[config.mk]
export PLATFORM = sky130hd
export DESIGN_NAME = instruction_issuer
export DESIGN_NICKNAME = d
export VERILOG_FILES = /design/src/rtl/instruction_issuer_pkg.sv /design/src/rtl/instruction_issuer_fifo.sv /design/src/rtl/instruction_issuer.sv
export SDC_FILE = /design/constraint.sdc
export NUM_CORES = 1
export LEC_CHECK = 0
export CAP_MARGIN = 30
export CORE_ASPECT_RATIO = 0.5
export CORE_MARGIN = 3
export CORE_UTILIZATION = 35
export CTS_CLUSTER_DIAMETER = 120
export DETAILED_ROUTE_END_ITERATION = 16
export GPL_TIMING_DRIVEN = 1
export HOLD_SLACK_MARGIN = 0.15
export PLACE_DENSITY = 0.58
export SETUP_SLACK_MARGIN = 0.2
export SLEW_MARGIN = 15
export SYNTH_ARGS = -nofsm -noshare
export SYNTH_HDL_FRONTEND = slang
export SYNTH_SLANG_ARGS = --single-unit
[constraint.sdc]
create_clock -name i_clock -period 1.7 [get_ports i_clock]
set_input_delay 0.34 -clock i_clock [delete_from_list [all_inputs] [get_ports i_clock]]
set_output_delay 0.34 -clock i_clock [all_outputs]
set_load 0.02 [all_outputs]
[src/rtl/instruction_issuer_pkg.sv]
// -----------------------------------------------------------------------------
// instruction_issuer_pkg
// Shared definitions for the instruction issuer and its consumer side:
// field widths, the default halt opcode, FSM state codes and a word-packing
// helper. Word format: instruction[3:0] = opcode, instruction[7:4] = data.
// -----------------------------------------------------------------------------
package instruction_issuer_pkg;

    localparam int unsigned OPCODE_W    = 4;
    localparam int unsigned DATA_W      = 4;
    localparam int unsigned INSTR_W     = OPCODE_W + DATA_W;
    localparam int unsigned ISSUE_CNT_W = 8;

    localparam logic [OPCODE_W-1:0] HALT_OP_DEFAULT = 4'hF;

    typedef enum logic {
        ST_RUN    = 1'b0,
        ST_HALTED = 1'b1
    } issuer_state_e;

    function automatic logic [INSTR_W-1:0] pack_instr(
        input logic [OPCODE_W-1:0] opcode,
        input logic [DATA_W-1:0]   data
    );
        return {data, opcode};
    endfunction

endpackage

[src/rtl/instruction_issuer_fifo.sv]
// -----------------------------------------------------------------------------
// instruction_issuer_fifo
// First-word-fall-through FIFO, DEPTH x WIDTH. The head entry is visible on
// o_data whenever the FIFO is non-empty; o_data reads zero when empty.
// Pushes into a full FIFO and pops from an empty one are ignored.
// Ports:
//   i_clock, i_reset   clock, asynchronous active-high reset
//   i_push, i_push_data  write request and word
//   i_pop              read request (advance head)
//   o_data             head entry (0 when empty)
//   o_count            entries held, 0..DEPTH
//   o_empty, o_full    occupancy flags
// -----------------------------------------------------------------------------
module instruction_issuer_fifo #(
    parameter int unsigned DEPTH = 4,
    parameter int unsigned WIDTH = 8
) (
    input  logic                     i_clock,
    input  logic                     i_reset,
    input  logic                     i_push,
    input  logic [WIDTH-1:0]         i_push_data,
    input  logic                     i_pop,
    output logic [WIDTH-1:0]         o_data,
    output logic [$clog2(DEPTH):0]   o_count,
    output logic                     o_empty,
    output logic                     o_full
);

    localparam int unsigned PTR_W = $clog2(DEPTH);
    localparam int unsigned CNT_W = PTR_W + 1;

    logic [WIDTH-1:0] r_mem [DEPTH];
    logic [PTR_W-1:0] r_wr_ptr;
    logic [PTR_W-1:0] r_rd_ptr;
    logic [CNT_W-1:0] r_count;

    logic w_do_push;
    logic w_do_pop;

    assign o_empty   = (r_count == '0);
    assign o_full    = (r_count == CNT_W'(DEPTH));
    assign w_do_push = i_push && !o_full;
    assign w_do_pop  = i_pop && !o_empty;

    // Storage needs no reset: the output is masked while empty.
    always_ff @(posedge i_clock) begin
        if (w_do_push) begin
            r_mem[r_wr_ptr] <= i_push_data;
        end
    end

    // DEPTH is a power of two, so the pointers wrap by natural overflow.
    always_ff @(posedge i_clock or posedge i_reset) begin
        if (i_reset) begin
            r_wr_ptr <= '0;
            r_rd_ptr <= '0;
            r_count  <= '0;
        end else begin
            if (w_do_push) begin
                r_wr_ptr <= r_wr_ptr + PTR_W'(1);
            end
            if (w_do_pop) begin
                r_rd_ptr <= r_rd_ptr + PTR_W'(1);
            end
            case ({w_do_push, w_do_pop})
                2'b10:   r_count <= r_count + CNT_W'(1);
                2'b01:   r_count <= r_count - CNT_W'(1);
                default: r_count <= r_count;
            endcase
        end
    end

    assign o_data  = o_empty ? '0 : r_mem[r_rd_ptr];
    assign o_count = r_count;

endmodule

[src/rtl/instruction_issuer.sv]
// -----------------------------------------------------------------------------
// instruction_issuer
// Producer side of the instruction register interface. Packs opcode/data
// nibbles into 8-bit words, buffers them in a FWFT FIFO and issues them over
// a valid/ready handshake. Accepting opcode HALT_OP stops intake until the
// queue has drained and i_resume is pulsed.
// Optional feature: define INSTR_ISSUER_PARITY_EN to add o_ins_parity
// (even parity of o_instruction, 0 when empty).
// Ports:
//   i_clock, i_reset     clock, asynchronous active-high reset
//   i_in_valid/o_in_ready  upstream handshake
//   i_in_opcode, i_in_data fields -> instruction[3:0] / instruction[7:4]
//   o_ins_valid/i_ins_ready downstream handshake
//   o_instruction        head of FIFO (8'h00 when empty)
//   o_fifo_count         entries held
//   o_halted             FSM is in HALTED
//   i_resume             leave HALTED, honoured only when empty
//   o_issue_count        instructions issued, wraps at 256
// -----------------------------------------------------------------------------
module instruction_issuer
    import instruction_issuer_pkg::*;
#(
    parameter int unsigned         DEPTH   = 4,
    parameter logic [OPCODE_W-1:0] HALT_OP = HALT_OP_DEFAULT
) (
    input  logic                   i_clock,
    input  logic                   i_reset,
    input  logic                   i_in_valid,
    output logic                   o_in_ready,
    input  logic [OPCODE_W-1:0]    i_in_opcode,
    input  logic [DATA_W-1:0]      i_in_data,
    output logic                   o_ins_valid,
    input  logic                   i_ins_ready,
    output logic [INSTR_W-1:0]     o_instruction,
    output logic [$clog2(DEPTH):0] o_fifo_count,
    output logic                   o_halted,
    input  logic                   i_resume,
    output logic [ISSUE_CNT_W-1:0] o_issue_count
`ifdef INSTR_ISSUER_PARITY_EN
    ,
    output logic                   o_ins_parity
`endif
);

    issuer_state_e          r_state;
    logic [ISSUE_CNT_W-1:0] r_issue_count;

    logic w_push;
    logic w_pop;
    logic w_empty;
    logic w_full;

    // in_ready depends only on registered state, never on i_ins_ready.
    assign o_in_ready  = (r_state == ST_RUN) && !w_full;
    assign o_ins_valid = !w_empty;
    assign w_push      = i_in_valid && o_in_ready;
    assign w_pop       = o_ins_valid && i_ins_ready;

    instruction_issuer_fifo #(
        .DEPTH (DEPTH),
        .WIDTH (INSTR_W)
    ) u_fifo (
        .i_clock     (i_clock),
        .i_reset     (i_reset),
        .i_push      (w_push),
        .i_push_data (pack_instr(i_in_opcode, i_in_data)),
        .i_pop       (w_pop),
        .o_data      (o_instruction),
        .o_count     (o_fifo_count),
        .o_empty     (w_empty),
        .o_full      (w_full)
    );

    // The halting word itself is queued; intake stops from the next cycle.
    always_ff @(posedge i_clock or posedge i_reset) begin
        if (i_reset) begin
            r_state <= ST_RUN;
        end else begin
            case (r_state)
                ST_RUN: begin
                    if (w_push && (i_in_opcode == HALT_OP)) begin
                        r_state <= ST_HALTED;
                    end
                end
                ST_HALTED: begin
                    if (i_resume && w_empty) begin
                        r_state <= ST_RUN;
                    end
                end
                default: r_state <= ST_RUN;
            endcase
        end
    end

    always_ff @(posedge i_clock or posedge i_reset) begin
        if (i_reset) begin
            r_issue_count <= '0;
        end else if (w_pop) begin
            r_issue_count <= r_issue_count + ISSUE_CNT_W'(1);
        end
    end

    assign o_halted      = (r_state == ST_HALTED);
    assign o_issue_count = r_issue_count;

`ifdef INSTR_ISSUER_PARITY_EN
    // o_instruction is already zero when empty, so parity is too.
    assign o_ins_parity = o_ins_valid && (^o_instruction);
`endif

endmodule
# == Word-level counts from Yosys, hierarchy flattened ==
# Memories as Yosys holds them, arrays and structs flattened.
# Cells that the tools add are included.
# classes
addsub,5
mul,0
div,0
order_cmp,0
n_eq_ne,4
shifts,0
muxes,7
n_bitwise,1
n_reduce_logical,11
# op_table
cell,n
$add A8 B1 Y8 const B,1
$mux W8,1
$logic_and A1 B1 Y1,7
$pmux W3 S2,1
$add A2 B1 Y2 const B,2
$eq A4 B4 Y1 const B,1
$mux W1,4
$add A3 B1 Y3 const B,1
$eq A3 B3 Y1 const B,1
$logic_not A3 Y1,1
$sub A3 B1 Y3 const B,1
$eq A2 B1 Y1 const B,1
$eq A2 B2 Y1 const B,1
$logic_not A1 Y1,2
$pmux W1 S2,1
$reduce_bool A2 Y1,1
$not A1 Y1,1
# word_totals
regBits,16
latchBits,0
mem_bits_rw,32
rom_bits,0
inputBits,13
output_inout_bits,22
word_cells,34
mem_count,1
# memory_table
memory,words,width,rd,rd_ports_with_merged_regs,wr,line_no,text
u_fifo.r_mem,4,8,1,0,1,instruction_issuer_fifo.sv:32,logic [WIDTH-1:0] r_mem [DEPTH];

# == Depth between registers and ports, before layout ==
# Gate-level depths: netlist of run 1.
# logic_depth
ltp_word,7
mapped_depth,9
depth_no_buf,9

# == Modules after synthesis ==
# From an unflattened synthesis of run 1, not the netlist that was laid out.
# unflattened
hier_cells,126
hier_area_um2,2074.5
# modules_own_cells
module,instances,cells_each,area_each_um2,seq_area_each_um2
instruction_issuer_fifo,1,90,1660.3,1136.1
instruction_issuer,1,36,414.1,225.2

# == Least setup slack after synthesis of run 1 ==
# OpenSTA, ideal clock, no wires.
# synth_timing
kind,register to register
from,"reg u_fifo.r_count[0], in the netlist u_fifo.o_count[0]"
to,"reg u_fifo.r_count[2], in the netlist u_fifo.o_count[2]"
setup_time_ps,138
arrival_ps,1838
t_required_ps,1562
path_slack_ps,-277
path_stages_with_launch,9
n_path_buf,0
period_less_slack_ps,1977
path_cell_list,dfrtp_1 o31ai_4 inv_1 ha_1 inv_1 fa_1 xor2_1 nor2_1 xor2_1
# synth_between
elab_cells_between_ends,15
classes_between,add/sub (2); eq/ne (3); mux (1); reduce/logical (9)
# synth_rtl
element,line_no,text
"start, declared",instruction_issuer_fifo.sv:35,logic [CNT_W-1:0] r_count;
"start signal, assigned",instruction_issuer_fifo.sv:66,2'b10: r_count <= r_count + CNT_W'(1);
"start signal, assigned",instruction_issuer_fifo.sv:67,2'b01: r_count <= r_count - CNT_W'(1);
"start signal, assigned",instruction_issuer_fifo.sv:68,default: r_count <= r_count;
$logic_not A3 Y1 (*),instruction_issuer_fifo.sv:40,assign o_empty = (r_count == '0);
$logic_not A1 Y1 (*),instruction_issuer.sv:55,assign o_ins_valid = !w_empty;
$logic_and A1 B1 Y1 (*),instruction_issuer.sv:57,assign w_pop = o_ins_valid && i_ins_ready;
named net u_fifo.i_pop,instruction_issuer_fifo.sv:22,"input logic i_pop,"
$logic_and A1 B1 Y1 (*),instruction_issuer_fifo.sv:43,assign w_do_pop = i_pop && !o_empty;
$eq A2 B1 Y1 or $eq A2 B2 Y1 (tied branches),instruction_issuer_fifo.sv:65,"case ({w_do_push, w_do_pop})"
$pmux W3 S2 or $reduce_bool A2 Y1 (tied branches),n/a,
# The timed path passes the listed nets; every way through them passes the cells marked *.
# A chain may end at the register's enable or synchronous reset.

# == Worst setup path after layout of run 1 ==
# layout_timing
from,reg u_fifo.r_rd_ptr[0]
to,out o_instruction[2]
# layout_between
elab_chain_len,2
# layout_lines
element,line_no,text
"start, declared",instruction_issuer_fifo.sv:34,logic [PTR_W-1:0] r_rd_ptr;
"start signal, assigned",instruction_issuer_fifo.sv:63,r_rd_ptr <= r_rd_ptr + PTR_W'(1);
$mem_v2 Z4 W8,n/a,
$mux W8,instruction_issuer_fifo.sv:73,assign o_data = o_empty ? '0 : r_mem[r_rd_ptr];
"end, declared",instruction_issuer.sv:34,"output logic [INSTR_W-1:0] o_instruction,"
# Every way passes these cells.

==> out/results.txt, run 1 <==
The flow ran to the end, but the final reports show violations. The final reports fail on negative setup slack. Using the TritonRoute via totals, the vias-per-cell ratio works out to 4.61. The post-layout minimum cycle time came out at 1.96 ns.

TritonCTS built the clock tree. Setup slack at placement: -0.373 ns. The uppermost metal layer occupied by signal nets is met3. The longest clock path from root to sink contains 2 buffers. The remaining routing DRC violations is 0. Setup repair after global routing could not meet its margin everywhere. The run gives 1370 um2 as the area used by sequential logic in the layout.

The synthesized netlist devotes 8.78% of its cell area to simple gates. Overall power consumption after layout is estimated at 5.53 mW. The number of cells produced by synthesis is 125. After synthesis, the share of cell area in mux cells is 9.89%. In this run the cell area measured after placement is 2610 um2.

In this run the critical register-to-register path is captured at u_fifo.o_count[2]. Pin placement for this block handled 35 I/O pins. STA classifies the critical path endpoint as an output port. The tree built by TritonCTS fans out to 48 sinks. Number of design-rule violations left by the first detailed-router iteration: 50.

The tools report the antenna cell count as 0. The finished cells cover 2890 um2. The final critical path takes up 116% of the cycle.

The synthesized netlist contains 26 unique library cells. The area added between synthesis and finish is 41.8%, and the number of global-route vias before repair is 1222. Entering global routing, the biggest net connects 17 pins. The logs give 38.7% for the initial standard-cell utilization of the core and 0 for the count of synthesis-stage warnings from yosys. The global-route wire length before repair came out at 6.01 mm. The run gives 5270 um2 as the area of the placeable core. The worst setup slack after layout was -0.264 ns; the compound-cell area share of the yosys netlist was 2.15%. Clock skew on the completed layout was measured at 0.00241 ns. STA puts the critical path data arrival time at 1.62 ns. Once layout is complete, the cells apart from fillers number 257. After clock tree synthesis, the clock-pin slew on the worst setup and hold paths is 0.06 ns. Once detailed placement completed, the half-perimeter wirelength came to 2.46 mm. The worst ir drop on vdd was 0.855 mV; the fraction of synthesized cell area in xor and xnor cells was 5.59%. The detailed router put a total of 1.81 mm of wire on met1. After detailed placement, the design holds a cell count of 243. The first TritonRoute pass finished after 4 iterations. Of the cells placed in the final design, the portion with a size suffix greater than 1 is 38.5%. The number of hold buffers added after CTS was 0. Synthesis inferred 48 register bits.

By area, the combinational part of the netlist is dominated by multiplexers. Once detail routing completed, the nets flagged for antenna violations numbered 0. The arithmetic-cell share of the synthesized area counting full adders, half adders and majority gates is 4.67%, and the worst hold margin is 0.364 ns. The tightest slew margin relative to the limit is 71.9%, and the pin slew with the least headroom to its limit is 0.422 ns.

The tools report the remaining global-route overflow as 0. The tools report the post-synth design cell area as 2040 um2. The required time reported for the critical path endpoint is 1.36 ns, and the die extent in y is 59.9 um. Summing the sequential cell areas from Yosys gives 66.8% of the chip area.

The routed design uses 130 um of met3 wire. The synthesized net count is 145, and the power density relative to cell area is 1910 nW/um2. The area of combinational cells with multiple inputs is 694 um2, and the number of max-slew violations in the final report is 0. Across every metal layer, demand over resource in global routing totals 11.8%. The final layout contains routed wiring with a total length of 3.70 mm. CTS built an H-tree with a depth of 2.

In this run the register-to-register setup slack is -0.13 ns. The logs give 0 for the number of antenna violations at the first check in global routing and 452 for the fill cell instance count of the final layout. Path type of the worst setup path: reg -> out. The number of cells on the worst reg-to-reg path was 10. The tools report the reported leakage power as 1.17 nW. For the utilization after layout, the log shows 54.8%. Buffers inserted during clock tree synthesis total 5.

The maximum fanout along the worst path came out at 8. After detailed routing, the met2 layer carries 1.76 mm of wire. The worst hold path belongs to the class in -> async. The number of hold-slack violations in the final timing report is 0, and the width of the die is 114 um. The logs give 0 for the count of max-cap constraint violations and 11 for the setup violation total in the final timing report. In the final design database the tool counted 206 nets.

The routed layout has 1186 vias. The congestion estimate from routability-driven global placement came to 0.722. The highest clock rate is 509 MHz. The clock reaches the later pin of the worst-skew pair after 0.28 ns. The aggregate negative setup slack is -2.27 ns. The origin of the critical flop-to-flop path was u_fifo.o_count[0]. Number of standard-cell rows in the floorplan: 18. Each instance of the synthesized netlist takes up on average 16.3 um2. In this run the clock root is driven by a clkbuf_16. The die covers 6830 um2. Port buffering added 34 buffers. Dividing the detail-routed wire length by the instance count gives 14.4 um. The category of the worst setup path launch point is a flop.
area by class of cell:
class | instances | area share [%]
repair buffers | 56 | 18.8
flip-flops and latches | 48 | 47.3
well taps | 70 | 3.03
inverters | 9 | 1.17
multi-input cells | 66 | 24.0
clock inverters | 2 | 1.21
clock buffers | 6 | 4.46
flip-flops by register name (all words and copies together) (netlist names):
name,count
o_halted,1
o_issue_count,8
u_fifo.o_count,3
u_fifo.r_mem,32
u_fifo.r_rd_ptr,2
u_fifo.r_wr_ptr,2
per-layer routing:
| layer | track usage [%] | vias to the layer above |
|---|---|---|
| met2 | 18.6 | 22 |
| met3 | 3.24 | 0 |
| met1 | 16.5 | 594 |
| li1 | - | 570 |
| met5 | 0 | - |
| met4 | 3.05 | 0 |
cells in the mapped netlist:
cell / n / area share (%)
mux2i_1: 1 / 0.49
buf_2: 1 / 0.25
inv_1: 9 / 1.7
fa_1: 1 / 0.98
a22o_1: 1 / 0.43
nand2b_1: 1 / 0.31
nand2_1: 8 / 1.5
and2b_1: 8 / 2.9
nand4_1: 1 / 0.31
o31ai_4: 1 / 1.0
edfxtp_1: 32 / 47
dfrtp_1: 16 / 20
xor2_1: 6 / 2.6
nor4_1: 1 / 0.31
nand3_1: 2 / 0.49
mux2_2: 1 / 0.55
and4_1: 1 / 0.43
a21oi_2: 1 / 0.43
clkbuf_1: 1 / 0.18
nor2_1: 3 / 0.55
a21oi_1: 1 / 0.25
ha_1: 6 / 3.7
and2_1: 4 / 1.2
nor3_1: 3 / 0.74
mux4_2: 8 / 8.8
xnor2_1: 7 / 3.0
kinds of logic after synthesis:
group | count (synthesis)
fa+ha+maj | 7
buf+inv | 11
xor+xnor | 13
compound gates | 4
flops | 48
mux | 10
simple gates | 32
worst max-delay path by stage:
stage | start | to | slack, ns | cells after the start
finish | u_fifo.r_rd_ptr[0] | o_instruction[2] | -0.26 | 4
floorplan | u_fifo.o_count[2] | u_fifo.o_count[2] | -0.14 | 8
CTS | u_fifo.r_rd_ptr[0] | o_instruction[1] | -0.28 | 4
global placement | u_fifo.r_rd_ptr[0] | o_instruction[1] | -0.35 | 4
detailed placement | u_fifo.r_rd_ptr[0] | o_instruction[1] | -0.37 | 4
global route | u_fifo.r_rd_ptr[0] | o_instruction[1] | -0.32 | 4
power by group:
part           internal (mW)  switching (mW)  leakage, nW
registers               1.59           0.252        0.485
logic                   1.40            1.22        0.605
clock network          0.691           0.378       0.0808
worst max-delay path, cell delays in order, from the launching register on:
cell and delay, ns:
dfrtp_1 0.39, buf_12 0.16, mux4_2 0.49, and2b_1 0.18, buf_6 0.13
placed cells by master (no fill, tap or decap), types with 2 or more instances in the layout:
cell             count
a21oi_2              2
and2_4               4
and2b_1              8
buf_2                2
buf_4               11
buf_6               18
clkbuf_16            5
clkdlybuf4s15_2      2
clkdlybuf4s50_1     12
dfrtp_1             13
dfrtp_2              3
dlygate4sd2_1        8
edfxtp_1            32
ha_1                 5
inv_1                6
inv_2                3
mux4_2               8
nand2_1              5
nand2_2              3
nand3_1              2
nor2_1               2
nor3_1               2
xnor2_1              7
xor2_1               6
repair_timing:
action,in CTS,in global routing
gates resized for setup,87,14
setup buffers,5,0
pin swaps,2,9
endpoints found under the hold margin,0,0
endpoints found under the setup margin,32,51
gates cloned,1,0
No activity file was read; power rests on OpenSTA's default activity.
==> run 2: changes to the inputs <==
--- a/config.mk
+++ b/config.mk
@@ -5,6 +5,7 @@
 export SDC_FILE = /design/constraint.sdc
 export NUM_CORES = 1
 export LEC_CHECK = 0
+export ABC_AREA = 1
 export CAP_MARGIN = 30
 export CORE_ASPECT_RATIO = 0.5
 export CORE_MARGIN = 3
@@ -13,9 +14,9 @@
 export DETAILED_ROUTE_END_ITERATION = 16
 export GPL_TIMING_DRIVEN = 1
 export HOLD_SLACK_MARGIN = 0.15
-export PLACE_DENSITY = 0.58
+export PLACE_DENSITY = 0.57
 export SETUP_SLACK_MARGIN = 0.2
-export SLEW_MARGIN = 15
+export SLEW_MARGIN = 20
 export SYNTH_ARGS = -nofsm -noshare
 export SYNTH_HDL_FRONTEND = slang
 export SYNTH_SLANG_ARGS = --single-unit
==> out/results.txt, run 2 <==
The tools report the category of the worst setup path launch point as a flop. In the post-synthesis netlist, the biggest area contributors are edfxtp_1 (44%), dfrtp_1 (18%), nor2_1 (7.1%), nand2_1 (5.9%), o21ai_0 (4.1%). The tools report the library cell used as clock root buffer as clkbuf_16. The logs give 27 (+3.8%) for the number of different library cells in the post-synthesis netlist and 3.44% (+0.20 points) for the global routing met3 resource utilization. The proportion of total power due to net switching is 37.8% (+4.4 points), and the share of total power in combinational logic is 50.9% (+3.6 points). The biggest area contributor in the post-synthesis netlist is edfxtp_1. The global routing stage identified its most utilized layer as met2. From synthesis to final layout, the design area changed by 41.0%. Number of iterations in the first detailed-routing pass: 5 (+1).

The worst hold path belongs to the class in -> async. For the tightest slew margin relative to the limit, the log shows 85.1% (+13 points). The family with the most delay on the worst path was simple AND/OR/NAND/NOR gates.

The met1 demand-to-capacity share in global routing was 16.1% (-0.45 points); the pin slew with the least headroom to its limit was 0.223 ns (-0.198 ns). The global routing usage summed across all routing layers was 13.1% (+1.3 points); the pin count of the biggest net entering global routing was 17 (unchanged). The aggregate negative setup slack is -0.405 ns (+1.87 ns), and the utilization after layout is 53.5% (-1.3 points).

The number of cells on the worst reg-to-reg path is 9 (-1), and the half-perimeter wire length after detailed placement is 3.09 mm (+26%). Among all cell types in the netlist, the one instantiated most often is nor2_1. Setup repair after global routing could not meet its margin everywhere. The cell with the largest stage delay on the worst path is dfrtp_2. The power density relative to cell area is 1930 nW/um2 (+0.86%), and the number of I/O pins is 35 (unchanged). The logs give 0 (unchanged) for the number of max-slew violations in the final report and 48 (unchanged) for the clock sink total. The startpoint identified for the worst register-to-register timing path is u_fifo.o_count[1].

The synthesized net count was 223 (+54%). The post-place instance area was 2810 um2 (+7.4%). The vias after detailed routing was 1578 (+33%); the TritonCTS buffer count was 5 (unchanged).

The fill cell instance count of the final layout was 525 (+16%). For the remaining routing DRC violations, the log shows 0 (unchanged). The fraction of final layout cells sized beyond drive strength 1 works out to 29.2% (-9.4 points).

The per-cell routed wire length was 12.5 um (-13%). The worst setup slack after layout is -0.111 ns (+0.154 ns), and the highest clock rate is 552 MHz (+8.5%). The run gives 2170 um2 (+6.6%) as the post-synth design cell area. The average cell area after synthesis is 10.7 um2 (-34%). The tools report the count of max-cap constraint violations as 0 (unchanged).

In this design, the critical path's most frequently occurring cell is nand2_2. The layout net count came out at 290 (+41%). The clock latency at the later pin of the worst-skew pair was 0.28 ns (about the same). The run gives 1.91 ns (+0.55 ns) as the required time reported for the critical path endpoint. The signal on the critical path passes through nor2_4 > nand2_2 > nand3b_4 > ha_4 > inv_2 > fa_2 > or2_4 > nand2_2 > xor2_1. The global placer's final weighted congestion is 0.773 (+7.0%), and the part of the power in registers is 30.1% (-3.2 points).

The post-layout minimum cycle time came out at 1.81 ns (-0.154 ns). The flop and latch count out of synthesis came out at 48 (unchanged). The residual antenna-violating net count after detailed routing was 0 (unchanged); the post-route standard cell area excluding fillers was 3060 um2 (+6.1%). The checks that failed: negative setup slack. Number of buffer cells added on primary ports: 34 (unchanged). The number of enable flip-flop cells after synthesis was 32 (unchanged); the global-route wire length before repair was 7.27 mm (+21%). Count of synthesis-stage warnings from yosys: 0 (unchanged). In this run the worst setup path begins at u_fifo.o_count[1].

The ratio of final minimum period to clock period was 107% (-9.0 points); the antenna cell count was 0 (unchanged). The number of cells produced by synthesis was 203 (+62%). The tools report the maximum level of the CTS H-tree as 2 (unchanged). Leaving out fill and tap cells, the most frequent cells in the layout are nor2_1 (36), nand2_1 (32), edfxtp_1 (32).

The die extent in y works out to 61.7 um (+2.9%). Portion of the post-synthesis area used by sequential elements: 62.7% (-4.2 points). The flip-flop count of the largest register after layout is 32 (unchanged), and the worst setup slack for register-to-register paths is -0.11 ns (+0.02 ns). The tools report the destination of the worst register-to-register timing path as u_fifo.o_count[2].

The number of hold-slack violations in the final timing report was 0 (unchanged). The number of buffers and inverters on the critical path was 1 (-1). The hold buffer count at CTS was 0 (unchanged); the initial standard-cell utilization of the core was 37.9% (-0.74 points). The run finished, with violations left. The number of design-rule violations left by the first detailed-router iteration came out at 36 (-28%).

The tools report the cell internal power dissipation as 3.68 mW (about the same). Count of cell instances traversed by the critical path: 9 (+5). Number of standard-cell rows in the floorplan: 19 (+1).

The largest stage delay on the critical path is 0.43 ns (-0.06 ns). The async set or reset register ratio after synthesis was 33.3% (unchanged); the data arrival time at the worst-slack endpoint was 2.02 ns (+0.40 ns). By count the netlist is led by nor2_1 (41), nand2_1 (34), edfxtp_1 (32). Total routed wirelength: 4.45 mm (+20%). The number of antenna violations at the first check in global routing came out at 0 (unchanged). Among all flip-flop cells after synthesis, the most frequent one is edfxtp_1.

The category of the worst setup path capture point was a flop. For the met2 track utilization from global routing, the log shows 23.8% (+5.2 points). The area of the placeable core is 5730 um2 (+8.7%), and the setup skew after layout is 0.00153 ns (-0.000885 ns). The worst ir drop on vdd came out at 0.827 mV (-3.2%). The most common cell after layout, fill and taps aside was nor2_1. The maximum fanout along the worst path is 4 (-4).

Top register by number of flip-flops: u_fifo.r_mem. For the reported leakage power, the log shows 1.29 nW (+10%). The clock transition time at the flip-flop clock pins of the worst setup and hold paths is 0.06 ns (about the same), and the mean number of vias per cell is 4.45 (-3.7%). Following the worst setup path forward leads to its endpoint at u_fifo.o_count[2].

The number of global-route vias before repair was 1539 (+26%). The critical path is of the reg -> reg type. TritonCTS built the clock tree. The power share of the clock group was 19.0% (-0.3 points); the setup slack at placement was -0.372 ns (+0.000157 ns). The width of the die is 117 um (+3.1%), and the net load switching power is 2.23 mW (+21%).

The setup violation total in the final timing report was 9 (-2). The area share of the largest cell type after synthesis is 44.2% (-2.9 points). The logs give 7240 um2 (+6.1%) for the die area and 2 (unchanged) for the clock tree buffer depth. The tools report the remaining global-route overflow as 0 (unchanged).
-- run 2: cell types whose count changed after synthesis, sizes merged, moves of 4 or more --
cell / delta
nor2: +40
nand2: +28
o21ai: +20
a21oi: +8
and2b: -8
inv: +8
mux4: -8
xor2: -5
and2: -4
buf: +4
-- run 2: per-stage QoR --
stage / hold WS (ns) / power, mW / instances
after detailed placement: 0.481 / 4.65 / 343
after global placement: 0.491 / 4.60 / 343
after floorplan: 0.254 / 3.40 / 203
final: 0.361 / 5.91 / 355
after global routing: 0.384 / 6.35 / 355
after CTS: 0.368 / 5.84 / 353
-- run 2: worst min path at each step --
stage | start | endpoint | slack, ns | cells past startpoint
2_1_floorplan | i_reset | o_halted | 0.25 | 1
3_3_place_gp | o_issue_count[6] | o_issue_count[6] | 0.49 | 2
3_5_place_dp | o_issue_count[7] | o_issue_count[7] | 0.48 | 2
4_1_cts | i_reset | o_issue_count[0] | 0.37 | 3
5_1_grt | i_reset | o_issue_count[0] | 0.38 | 3
6_report | i_reset | o_issue_count[0] | 0.36 | 3
-- run 2: kinds of logic after synthesis --
| kind of cell | share of synthesized area [%] |
|---|---|
| simple gates | 17.5 |
| flops | 62.7 |
| compound gates | 7.78 |
| buf+inv | 5.24 |
| fa+ha+maj | 4.38 |
| xor+xnor | 2.42 |
-- run 2: what timing repair did --
item	in CTS	in global routing
pin swaps	13	9
setup buffers	2	2
endpoints found under the setup margin	32	30
resized for setup	91	13
-- run 2: tightest hold or removal path, cell delays in order --
cell             delay [ns]
clkdlybuf4s50_1        0.39
inv_1                  0.05
buf_4                  0.24
-- run 2: area by class of cell --
class / instances / area (um2) / area share, %
inverters: 17 / 71.3 / 2.33
clock inverters: 3 / 46.3 / 1.51
repair buffers: 65 / 586 / 19.1
multi-input cells: 133 / 764 / 25.0
clock buffers: 5 / 125 / 4.08
flip-flops and latches: 48 / 1370 / 44.6
well taps: 84 / 105 / 3.43
-- run 2: layer usage --
metal,vias to the layer above,share of wire (%)
li1,809,-
met1,743,46
met2,22,50
met3,4,3.2
met4,0,0.83
met5,-,0
-- run 2: power groups by stage --
stage / Sequential (mW) / Clock, mW / Combinational (mW)
floorplan: 1.91 / 0 / 1.49
global placement: 1.79 / 0 / 2.81
detailed placement: 1.80 / 0 / 2.85
CTS: 1.78 / 1.14 / 2.92
global route: 1.82 / 1.21 / 3.33
finish: 1.78 / 1.12 / 3.01
==> run 3: changes to the inputs <==
--- a/config.mk
+++ b/config.mk
@@ -10,10 +10,10 @@
 export CORE_ASPECT_RATIO = 0.5
 export CORE_MARGIN = 3
 export CORE_UTILIZATION = 35
-export CTS_CLUSTER_DIAMETER = 120
+export CTS_CLUSTER_DIAMETER = 40
 export DETAILED_ROUTE_END_ITERATION = 16
 export GPL_TIMING_DRIVEN = 1
-export HOLD_SLACK_MARGIN = 0.15
+export HOLD_SLACK_MARGIN = 0.1
 export PLACE_DENSITY = 0.57
 export SETUP_SLACK_MARGIN = 0.2
 export SLEW_MARGIN = 20
==> results of run 3 <==
The final DEF is identical to that of run 2; final timing and power are the same.
